===== src/rtl/servo_cmd_pkg.sv =====
// Shared types and defaults for the servo command receiver.
package servo_cmd_pkg;
  localparam int DEFAULT_WIDTH   = 10;
  localparam int DEFAULT_TIMEOUT = 1000;

  typedef enum logic [1:0] {
    READY = 2'd0,
    ACK   = 2'd1,
    HOLD  = 2'd2
  } rx_state_e;
endpackage


===== src/rtl/cmd_fifo.sv =====
// Show-ahead instruction FIFO; head word is visible whenever non-empty.
module cmd_fifo #(
  parameter int WIDTH = 10,
  parameter int DEPTH = 4
) (
  input  logic                     clk,
  input  logic                     reset_n,
  input  logic                     push,
  input  logic [WIDTH-1:0]         push_data,
  input  logic                     pop,
  output logic [WIDTH-1:0]         pop_data,
  output logic                     full,
  output logic                     empty,
  output logic [$clog2(DEPTH):0]   count
);
  localparam int AW = $clog2(DEPTH);
  localparam int CW = AW + 1;

  logic [WIDTH-1:0] mem [DEPTH];
  logic [AW-1:0]    wr_ptr, rd_ptr;
  logic             pop_eff, push_eff;

  assign full     = (count == CW'(DEPTH));
  assign empty    = (count == '0);
  assign pop_eff  = pop && !empty;
  // A pop on the same edge frees the slot, so a full FIFO can still accept.
  assign push_eff = push && (!full || pop_eff);
  assign pop_data = empty ? '0 : mem[rd_ptr];

  always_ff @(posedge clk) begin
    if (push_eff) mem[wr_ptr] <= push_data;
  end

  always_ff @(posedge clk) begin
    if (!reset_n) begin
      wr_ptr <= '0;
      rd_ptr <= '0;
      count  <= '0;
    end else begin
      if (push_eff) wr_ptr <= wr_ptr + 1'b1;
      if (pop_eff)  rd_ptr <= rd_ptr + 1'b1;
      case ({push_eff, pop_eff})
        2'b10:   count <= count + 1'b1;
        2'b01:   count <= count - 1'b1;
        default: count <= count;
      endcase
    end
  end
endmodule


===== src/rtl/servo_cmd_rx.sv =====
// Serial instruction receiver: 4-phase bit handshake from MBED into a FIFO,
// with frame clear and idle timeout for abandoned partial frames.
module servo_cmd_rx
  import servo_cmd_pkg::*;
#(
  parameter int WIDTH   = DEFAULT_WIDTH,
  parameter int DEPTH   = 4,
  parameter int TIMEOUT = DEFAULT_TIMEOUT
) (
  input  logic                   clk,
  input  logic                   reset_n,
  input  logic                   data_bit,
  input  logic                   confirm_bit,
  input  logic                   clear,
  output logic                   data_ready,
  output logic [WIDTH-1:0]       instr_data,
  output logic                   instr_valid,
  input  logic                   instr_pop,
  output logic [$clog2(DEPTH):0] fifo_count,
  output logic                   timeout_err,
  input  logic                   err_clr
);
  localparam int BCW = $clog2(WIDTH + 1);
  localparam int ICW = $clog2(TIMEOUT + 1);

  logic [2:0]       sync1, sync2;
  logic             dsync, csync, clrsync;
  rx_state_e        state;
  logic [WIDTH-1:0] shreg, word, push_data;
  logic [BCW-1:0]   bit_cnt;
  logic [ICW-1:0]   idle_cnt;
  logic             fifo_full, fifo_empty, pop_eff, space, last_bit;
  logic             push, stay, idle_run, timeout_hit;

  always_ff @(posedge clk) begin
    if (!reset_n) begin
      sync1 <= '0;
      sync2 <= '0;
    end else begin
      sync1 <= {data_bit, confirm_bit, clear};
      sync2 <= sync1;
    end
  end
  assign {dsync, csync, clrsync} = sync2;

  assign pop_eff  = instr_pop && !fifo_empty;
  assign space    = !fifo_full || pop_eff;
  assign last_bit = (bit_cnt == BCW'(WIDTH - 1));
  assign word     = {shreg[WIDTH-2:0], dsync};

  always_comb begin
    push      = 1'b0;
    push_data = word;
    stay      = 1'b1;
    case (state)
      READY: if (csync) begin
        stay = 1'b0;
        if (!clrsync && last_bit && space) push = 1'b1;
      end
      ACK:   if (!csync) stay = 1'b0;
      HOLD: begin
        push_data = shreg;
        if (space) begin
          push = 1'b1;
          stay = 1'b0;
        end
      end
      default: stay = 1'b0;
    endcase
  end

  // Idle counter only watches partial frames and restarts on any transition.
  assign idle_run    = stay && (state != HOLD) && (bit_cnt != '0);
  assign timeout_hit = idle_run && (idle_cnt == ICW'(TIMEOUT));

  always_ff @(posedge clk) begin
    if (!reset_n) begin
      state       <= READY;
      data_ready  <= 1'b1;
      shreg       <= '0;
      bit_cnt     <= '0;
      idle_cnt    <= '0;
      timeout_err <= 1'b0;
    end else begin
      if (err_clr) timeout_err <= 1'b0;
      case (state)
        READY: if (csync) begin
          data_ready <= 1'b0;
          if (clrsync) begin
            shreg   <= '0;
            bit_cnt <= '0;
            state   <= ACK;
          end else if (last_bit) begin
            bit_cnt <= '0;
            if (space) begin
              shreg <= '0;
              state <= ACK;
            end else begin
              shreg <= word;
              state <= HOLD;
            end
          end else begin
            shreg   <= word;
            bit_cnt <= bit_cnt + 1'b1;
            state   <= ACK;
          end
        end
        ACK: if (!csync) begin
          state      <= READY;
          data_ready <= 1'b1;
        end
        HOLD: if (space) begin
          shreg      <= '0;
          state      <= csync ? ACK : READY;
          data_ready <= !csync;
        end
        default: begin
          state      <= READY;
          data_ready <= 1'b1;
        end
      endcase
      // Timeout wins over err_clr and leaves the FSM state alone.
      if (!idle_run) begin
        idle_cnt <= '0;
      end else if (timeout_hit) begin
        idle_cnt    <= '0;
        shreg       <= '0;
        bit_cnt     <= '0;
        timeout_err <= 1'b1;
      end else begin
        idle_cnt <= idle_cnt + 1'b1;
      end
    end
  end

  cmd_fifo #(.WIDTH(WIDTH), .DEPTH(DEPTH)) u_fifo (
    .clk       (clk),
    .reset_n   (reset_n),
    .push      (push),
    .push_data (push_data),
    .pop       (instr_pop),
    .pop_data  (instr_data),
    .full      (fifo_full),
    .empty     (fifo_empty),
    .count     (fifo_count)
  );

  assign instr_valid = !fifo_empty;
endmodule


===== config.mk =====
export PLATFORM = sky130hd
export DESIGN_NAME = servo_cmd_rx
export DESIGN_NICKNAME = d
export VERILOG_FILES = /design/src/rtl/servo_cmd_pkg.sv /design/src/rtl/cmd_fifo.sv /design/src/rtl/servo_cmd_rx.sv
export SDC_FILE = /design/constraint.sdc
export NUM_CORES = 1
export LEC_CHECK = 0
export ABC_AREA = 1
export CORE_AREA = 3 3 114 83
export CTS_CLUSTER_SIZE = 14
export DETAILED_ROUTE_END_ITERATION = 10
export DIE_AREA = 0 0 117 86
export PLACE_DENSITY_LB_ADDON = 0.05
export SKIP_LAST_GASP = 1
export SLEW_MARGIN = 20
export SYNTH_ARGS = -nofsm -noshare
export SYNTH_HDL_FRONTEND = slang
export SYNTH_SLANG_ARGS = --single-unit

===== constraint.sdc =====
create_clock -name clk -period 2.29 [get_ports clk]
set_input_delay 0.229 -clock clk [delete_from_list [all_inputs] [get_ports clk]]
set_output_delay 0.229 -clock clk [all_outputs]
set_load 0.02 [all_outputs]

# Word-level counts from Yosys, hierarchy flattened

Memory sizes are Yosys's and may differ from the RTL's. A register that Yosys moved wholly into a read port is not among the register bits.
Cells that the tools add are included.

Bits in writable memories: 40
Memories: 1
Output and inout port bits: 16
Input port bits: 7
Bits in registers: 41

Memory list:

| name       | depth | bits a word | rd ports | clocked after Yosys merged registers in | write ports | RTL line       | RTL |
|---|---|---|---|---|---|---|---|
| u_fifo.mem | 4     | 10          | 1        | 1                                       | 1           | cmd_fifo.sv:19 | `logic [WIDTH-1:0] mem [DEPTH];` |

$add $sub $neg: 6
Muxes and demuxes: 44
Bitwise logic cells: 2
Reduce and logical (&&, ||, !) cells: 18
Eq/ne operators: 11

Operators by type and width:

| kind                    | count |
|---|---|
| $mux W10                | 9 |
| $mux W4                 | 6 |
| $pmux W10 S2            | 1 |
| $mux W2                 | 8 |
| $mux W1                 | 15 |
| $add A10 B1 Y10 const B | 1 |
| $eq A10 B10 Y1 const B  | 1 |
| $ne A2 B2 Y1 const B    | 4 |
| $logic_and A1 B1 Y1     | 7 |
| $pmux W1 S3             | 2 |
| $pmux W2 S3             | 1 |
| $pmux W3 S2             | 1 |
| $add A2 B1 Y2 const B   | 2 |
| $add A4 B1 Y4 const B   | 1 |
| $eq A2 B1 Y1 const B    | 2 |
| $eq A2 B2 Y1 const B    | 2 |
| $eq A4 B4 Y1 const B    | 1 |
| $logic_not A1 Y1        | 4 |
| $reduce_bool A4 Y1      | 1 |
| $add A3 B1 Y3 const B   | 1 |
| $eq A3 B3 Y1 const B    | 1 |
| $logic_not A3 Y1        | 1 |
| $reduce_and A3 Y1       | 1 |
| $reduce_or A3 Y1        | 1 |
| 6 further kinds         | 7 |

# Logic depth before layout (Yosys ltp)

Depth in word-level cells: 11
Depth in mapped cells: 14

# Cells and area by module

Synthesis repeated with hierarchy kept, for this count alone.

Cells, all modules: 454
Area total of the unflattened synthesis: 3834.9 um^2

Modules (own cells, without submodules):

| module       | area an instance (um^2) | seq. area each (um^2) | times used | cells each |
|---|---|---|---|---|
| cmd_fifo     | 2084.5                  | 1381.3                | 1          | 192 |
| servo_cmd_rx | 1750.4                  | 680.7                 | 1          | 262 |

# Least setup slack after synthesis

No wires, ideal clock.

Path type: register to register
From: register u_fifo.count[2]
To: register u_fifo.count[2]
Arrival: 1994 ps
Path buffers: 0
Setup time: 122 ps
Path slack: 174 ps
Stages on the path, launching flop included: 14
Data required time: 2168 ps
Path through: dfxtp_1 inv_1 nor2_1 nand2_1 inv_1 nor2_1 nand2_2 ha_1 inv_1 fa_1 a21oi_1 o21ai_0 o21ai_0 a21oi_1

Longest elaborated chain between the ends: 11

Ends and longest elaborated chain:

| item                                              | RTL line                           | RTL |
|---|---|---|
| start: declaration                                | cmd_fifo.sv:14                     | `output logic [$clog2(DEPTH):0] count` |
| start signal: assignment                          | cmd_fifo.sv:43                     | `2'b10: count <= count + 1'b1;` |
| start signal: assignment                          | cmd_fifo.sv:44                     | `2'b01: count <= count - 1'b1;` |
| start signal: assignment                          | cmd_fifo.sv:45                     | `default: count <= count;` |
| $logic_not A3 Y1                                  | cmd_fifo.sv:24                     | `assign empty = (count == '0);` |
| $logic_not A1 Y1                                  | cmd_fifo.sv:25, servo_cmd_rx.sv:46 |  |
| $logic_and A1 B1 Y1                               | cmd_fifo.sv:25, servo_cmd_rx.sv:46 |  |
| $logic_or A1 B1 Y1                                | cmd_fifo.sv:27, servo_cmd_rx.sv:47 |  |
| $logic_and A1 B1 Y1                               | servo_cmd_rx.sv:58                 | `if (!clrsync && last_bit && space) push = 1'b1;` |
| $mux W1                                           | servo_cmd_rx.sv:58                 |  |
| $mux W1                                           | servo_cmd_rx.sv:56                 | `READY: if (csync) begin` |
| $pmux W1 S2                                       | servo_cmd_rx.sv:55                 | `case (state)` |
| $logic_and A1 B1 Y1                               | cmd_fifo.sv:27                     | `assign push_eff = push && (!full \|\| pop_eff);` |
| $eq A2 B1 Y1 or $eq A2 B2 Y1 (tied branches)      | cmd_fifo.sv:42                     | `case ({push_eff, pop_eff})` |
| $pmux W3 S2 or $reduce_bool A2 Y1 (tied branches) | --                                 |  |

Several ways; a longest one is shown, not always the timed one.
A chain may end at the register's enable or synchronous reset.

# Worst setup path in the final report

From: register u_fifo.count[0]
To: output instr_data[4]

Longest elaborated chain between the ends: 2

Ends and longest elaborated chain:

| item             | RTL line           | RTL |
|---|---|---|
| $logic_not A3 Y1 | cmd_fifo.sv:24     |  |
| $mux W10         | cmd_fifo.sv:28     | `assign pop_data = empty ? '0 : mem[rd_ptr];` |
| end: declaration | servo_cmd_rx.sv:16 | `output logic [WIDTH-1:0] instr_data,` |

No other way between the ends.

==> results.sh <==
export IMPL_p_int_w=0.00275
export IMPL_vias=2787
export IMPL_yosysTopAreaCellShare_pct=31.9
export IMPL_cp_top_family="buffers and inverters"
export IMPL_synth_cells=437
export IMPL_synth_edf_count=40
export IMPL_fin_nets=496
export IMPL_min_path_type="register to register"
export IMPL_grt_usage_pct=16.6
export IMPL_layout_drive_gt1_share_pct=12.6
export IMPL_grt_pass1_vias=2542
export IMPL_finalCriticalPeriod_ps=2160
export IMPL_crit_path_max_fanout=12
export IMPL_cts_setup_buffers=0
export IMPL_clk_pin_slew_worst_paths_ps=60
export IMPL_initialDrtViolationCount=166
export IMPL_n_antenna_cell=0
export IMPL_synth_distinct_cells=29
export IMPL_crit_path_end_kind="output pin"
export IMPL_finalMaxSlewViolations=0
export IMPL_rsz0062_at_grt="no"
export IMPL_met2WireLength_um=3220
export IMPL_grt_antenna_before_repair=0
export IMPL_vias_per_cell=4.74
export IMPL_core_sq_um=8410
export IMPL_slew_headroom_pct=63.6
export IMPL_utilization_pct=54.2
export IMPL_fillers=781
export IMPL_syn_num_nets=455
export IMPL_dp_hpwl_um=5380
export IMPL_async_flop_share_pct=0
export IMPL_clockRootBuffer="clkbuf_16"
export IMPL_area_growth_syn_to_layout_pct=20.8
export IMPL_clock_sink_count=83
export IMPL_final_common_cell="nor2_1"
export IMPL_synth_main_ff_cell="dfxtp_1"
export IMPL_yosysSeqAreaShare_pct=54.7
export IMPL_cap_viol_max_count=0
export IMPL_power_per_cell_area_nw_per_um2=796
export IMPL_syn_area_sq_um=3770
export IMPL_grt_max_degree=16
export IMPL_gp_congestion=0.752
export IMPL_cts_made_buffers=9
export IMPL_critical_path_arrival_ps=1940
export IMPL_p_clk_share_pct=42.5
export IMPL_path_buf_inv=3
export IMPL_critical_path_class="register to output pin"
export IMPL_synthTopCellsByArea="edfxtp_1 (32%), dfxtp_1 (23%), nor2_1 (7.3%)"
export IMPL_first_pass_iters=4
export IMPL_fp_dieW_um=117
export IMPL_grt_pass1_wl_um=12700
export IMPL_path_cells="nor2_2 > inv_1 > nor2_1 > buf_4 > a21oi_1 > clkdlybuf4s50_1"
export IMPL_switchingPower_w=0.000872
export IMPL_p_leak_nw=1.84
export IMPL_fmax_ghz=0.462
export IMPL_io_pins=23
export IMPL_yosys_area_top_type="edfxtp_1"
export IMPL_switching_share_pct=24.0
export IMPL_layout_common_cells="nor2_1 (72), nand2_1 (66), inv_1 (60)"
export IMPL_grt_overflow_total=0
export IMPL_power_frac_seq_pct=44.2
export IMPL_wl_met3_um=369
export IMPL_status="finished clean"
export IMPL_antenna_left=0
export IMPL_cts_path_max_buffers=2
export IMPL_cts_tree="yes"
export IMPL_crit_path_start_kind="register"
export IMPL_htree_levels=3
export IMPL_routed_top_layer="met4"
export IMPL_hold_violations=0
export IMPL_routedLengthMet1_um=3990
export IMPL_finClkSkew_ps=6.47
export IMPL_clock_latency_ps=330
export IMPL_drcViolationCount=0
export IMPL_setup_violations_final=0
export IMPL_setup_tns_ps=0
export IMPL_io_buffer_count=22
export IMPL_peakVddDrop_mv=0.477
export IMPL_ys_warn_count=0
export IMPL_chipHeight_um=86
export IMPL_comb_power_share_pct=13.3
export IMPL_syn_avg_cell_area_sq_um=8.63
export IMPL_fin_crit_sh_pct=94.5
export IMPL_cp_slowest_stage_delay_ps=630
export IMPL_slowest_stage="clkdlybuf4s50_1"
export IMPL_routed_wl_um=7640
export IMPL_required_ps=2060
export IMPL_dieArea_sq_um=10100
export IMPL_rows=28
export IMPL_ys_ff_latch=83
export IMPL_worst_slew_pin_slew_ps=541
export IMPL_wl_per_cell_um=13.0
export IMPL_start_util_pct=44.8
synthesized netlist by cell type, types with 8 or more instances:
| cell | instances |
|---|---|
| nor2_2 | 11 |
| edfxtp_1 | 40 |
| o21ai_0 | 35 |
| nand2_1 | 66 |
| ha_1 | 10 |
| clkbuf_1 | 8 |
| dfxtp_1 | 43 |
| a21oi_1 | 23 |
| inv_1 | 61 |
| nor2_1 | 73 |
| nand3_1 | 34 |
cell families (layout without fill, tap and decap cells):
| kind of cell | Yosys count | in the layout | synth area share (%) |
|---|---|---|---|
| buffers and inverters | 74 | 120 | 7.90 |
| xor gates and xnor gates | 6 | 6 | 1.39 |
| adders and majority gates | 11 | 11 | 3.85 |
| and+or+nand+nor | 201 | 201 | 23.8 |
| AOI/OAI and AO/OA | 62 | 62 | 8.33 |
| DFF | 83 | 83 | 54.7 |
final timing paths:
path	to	from	cells after the start	slack [ps]
worst min-delay path	sync2[1]$_SDFF_PN0_	sync1[1]$_SDFF_PN0_	2	410
worst max register to register	u_fifo.count[2]$_SDFFE_PN0P_	bit_cnt[1]$_SDFF_PN0_	14	220
worst max-delay path	instr_data[4]	u_fifo.count[0]$_SDFFE_PN0P_	6	130
worst min register to register	sync2[1]$_SDFF_PN0_	sync1[1]$_SDFF_PN0_	2	410
worst reg2reg max path: stages, from the launching register on:
cell	delay (ps)
dfxtp_1	350
inv_1	80
ha_1	180
nand2_1	60
nor2_1	50
nand3_1	70
nand2_1	100
nand2_2	80
ha_1	130
inv_1	50
fa_1	370
a21oi_1	140
o21ai_0	120
o21ai_1	140
a21oi_1	50
final cells by class:
cell class / instances / area (sq um) / area share (%)
Clock inverter: 6 / 88.8 / 1.95
Clock buffer: 10 / 239 / 5.25
Timing Repair Buffer: 40 / 368 / 8.08
Multi-Input combinational cell: 280 / 1410 / 31.0
Inverter: 63 / 241 / 5.30
Tap cell: 105 / 131 / 2.88
Timing Repair inverter: 1 / 7.51 / 0.165
Sequential cell: 83 / 2070 / 45.4
state kept, by name (all words and copies together) (netlist names), 3 cells and up, named ones only:
name and count:
sync1 3, sync2 3, u_fifo.mem 40, idle_cnt 10, u_fifo.count 3, bit_cnt 4, shreg 10
power by group through the flow:
| stage | registers, W | clock network [W] | logic (W) |
|---|---|---|---|
| after global routing | 0.00161 | 0.00167 | 0.000529 |
| after floorplan | 0.00162 | 0 | 0.000270 |
| final | 0.00160 | 0.00154 | 0.000483 |
| after CTS | 0.00160 | 0.00159 | 0.000495 |
| after global placement | 0.00163 | 0 | 0.000489 |
| after detailed placement | 0.00163 | 0 | 0.000490 |
per-layer routing:
metal / vias to the layer above / GRT usage [%]
met3: 6 / 6.42
met4: 0 / 3.13
met1: 1246 / 24.8
met2: 40 / 22.9
met5: - / 0
li1: 1495 / -
metrics by stage:
step	power (W)	setup WS (ps)	instance area, sq um	hold WS (ps)	instances
CTS	0.00369	20.0	4540	407	588
finish	0.00363	125	4550	409	588
detailed placement	0.00212	16.4	4200	399	571
global placement	0.00212	63.2	4200	398	571
global route	0.00380	13.3	4550	409	588
floorplan	0.00189	174	3770	327	437
timing repair:
item,in CTS,in global routing
gates resized for setup,5,7
cloned,1,0
endpoints found under the setup margin,10,12
hold buffers,0,0
Power figures use the tool's default switching activity.
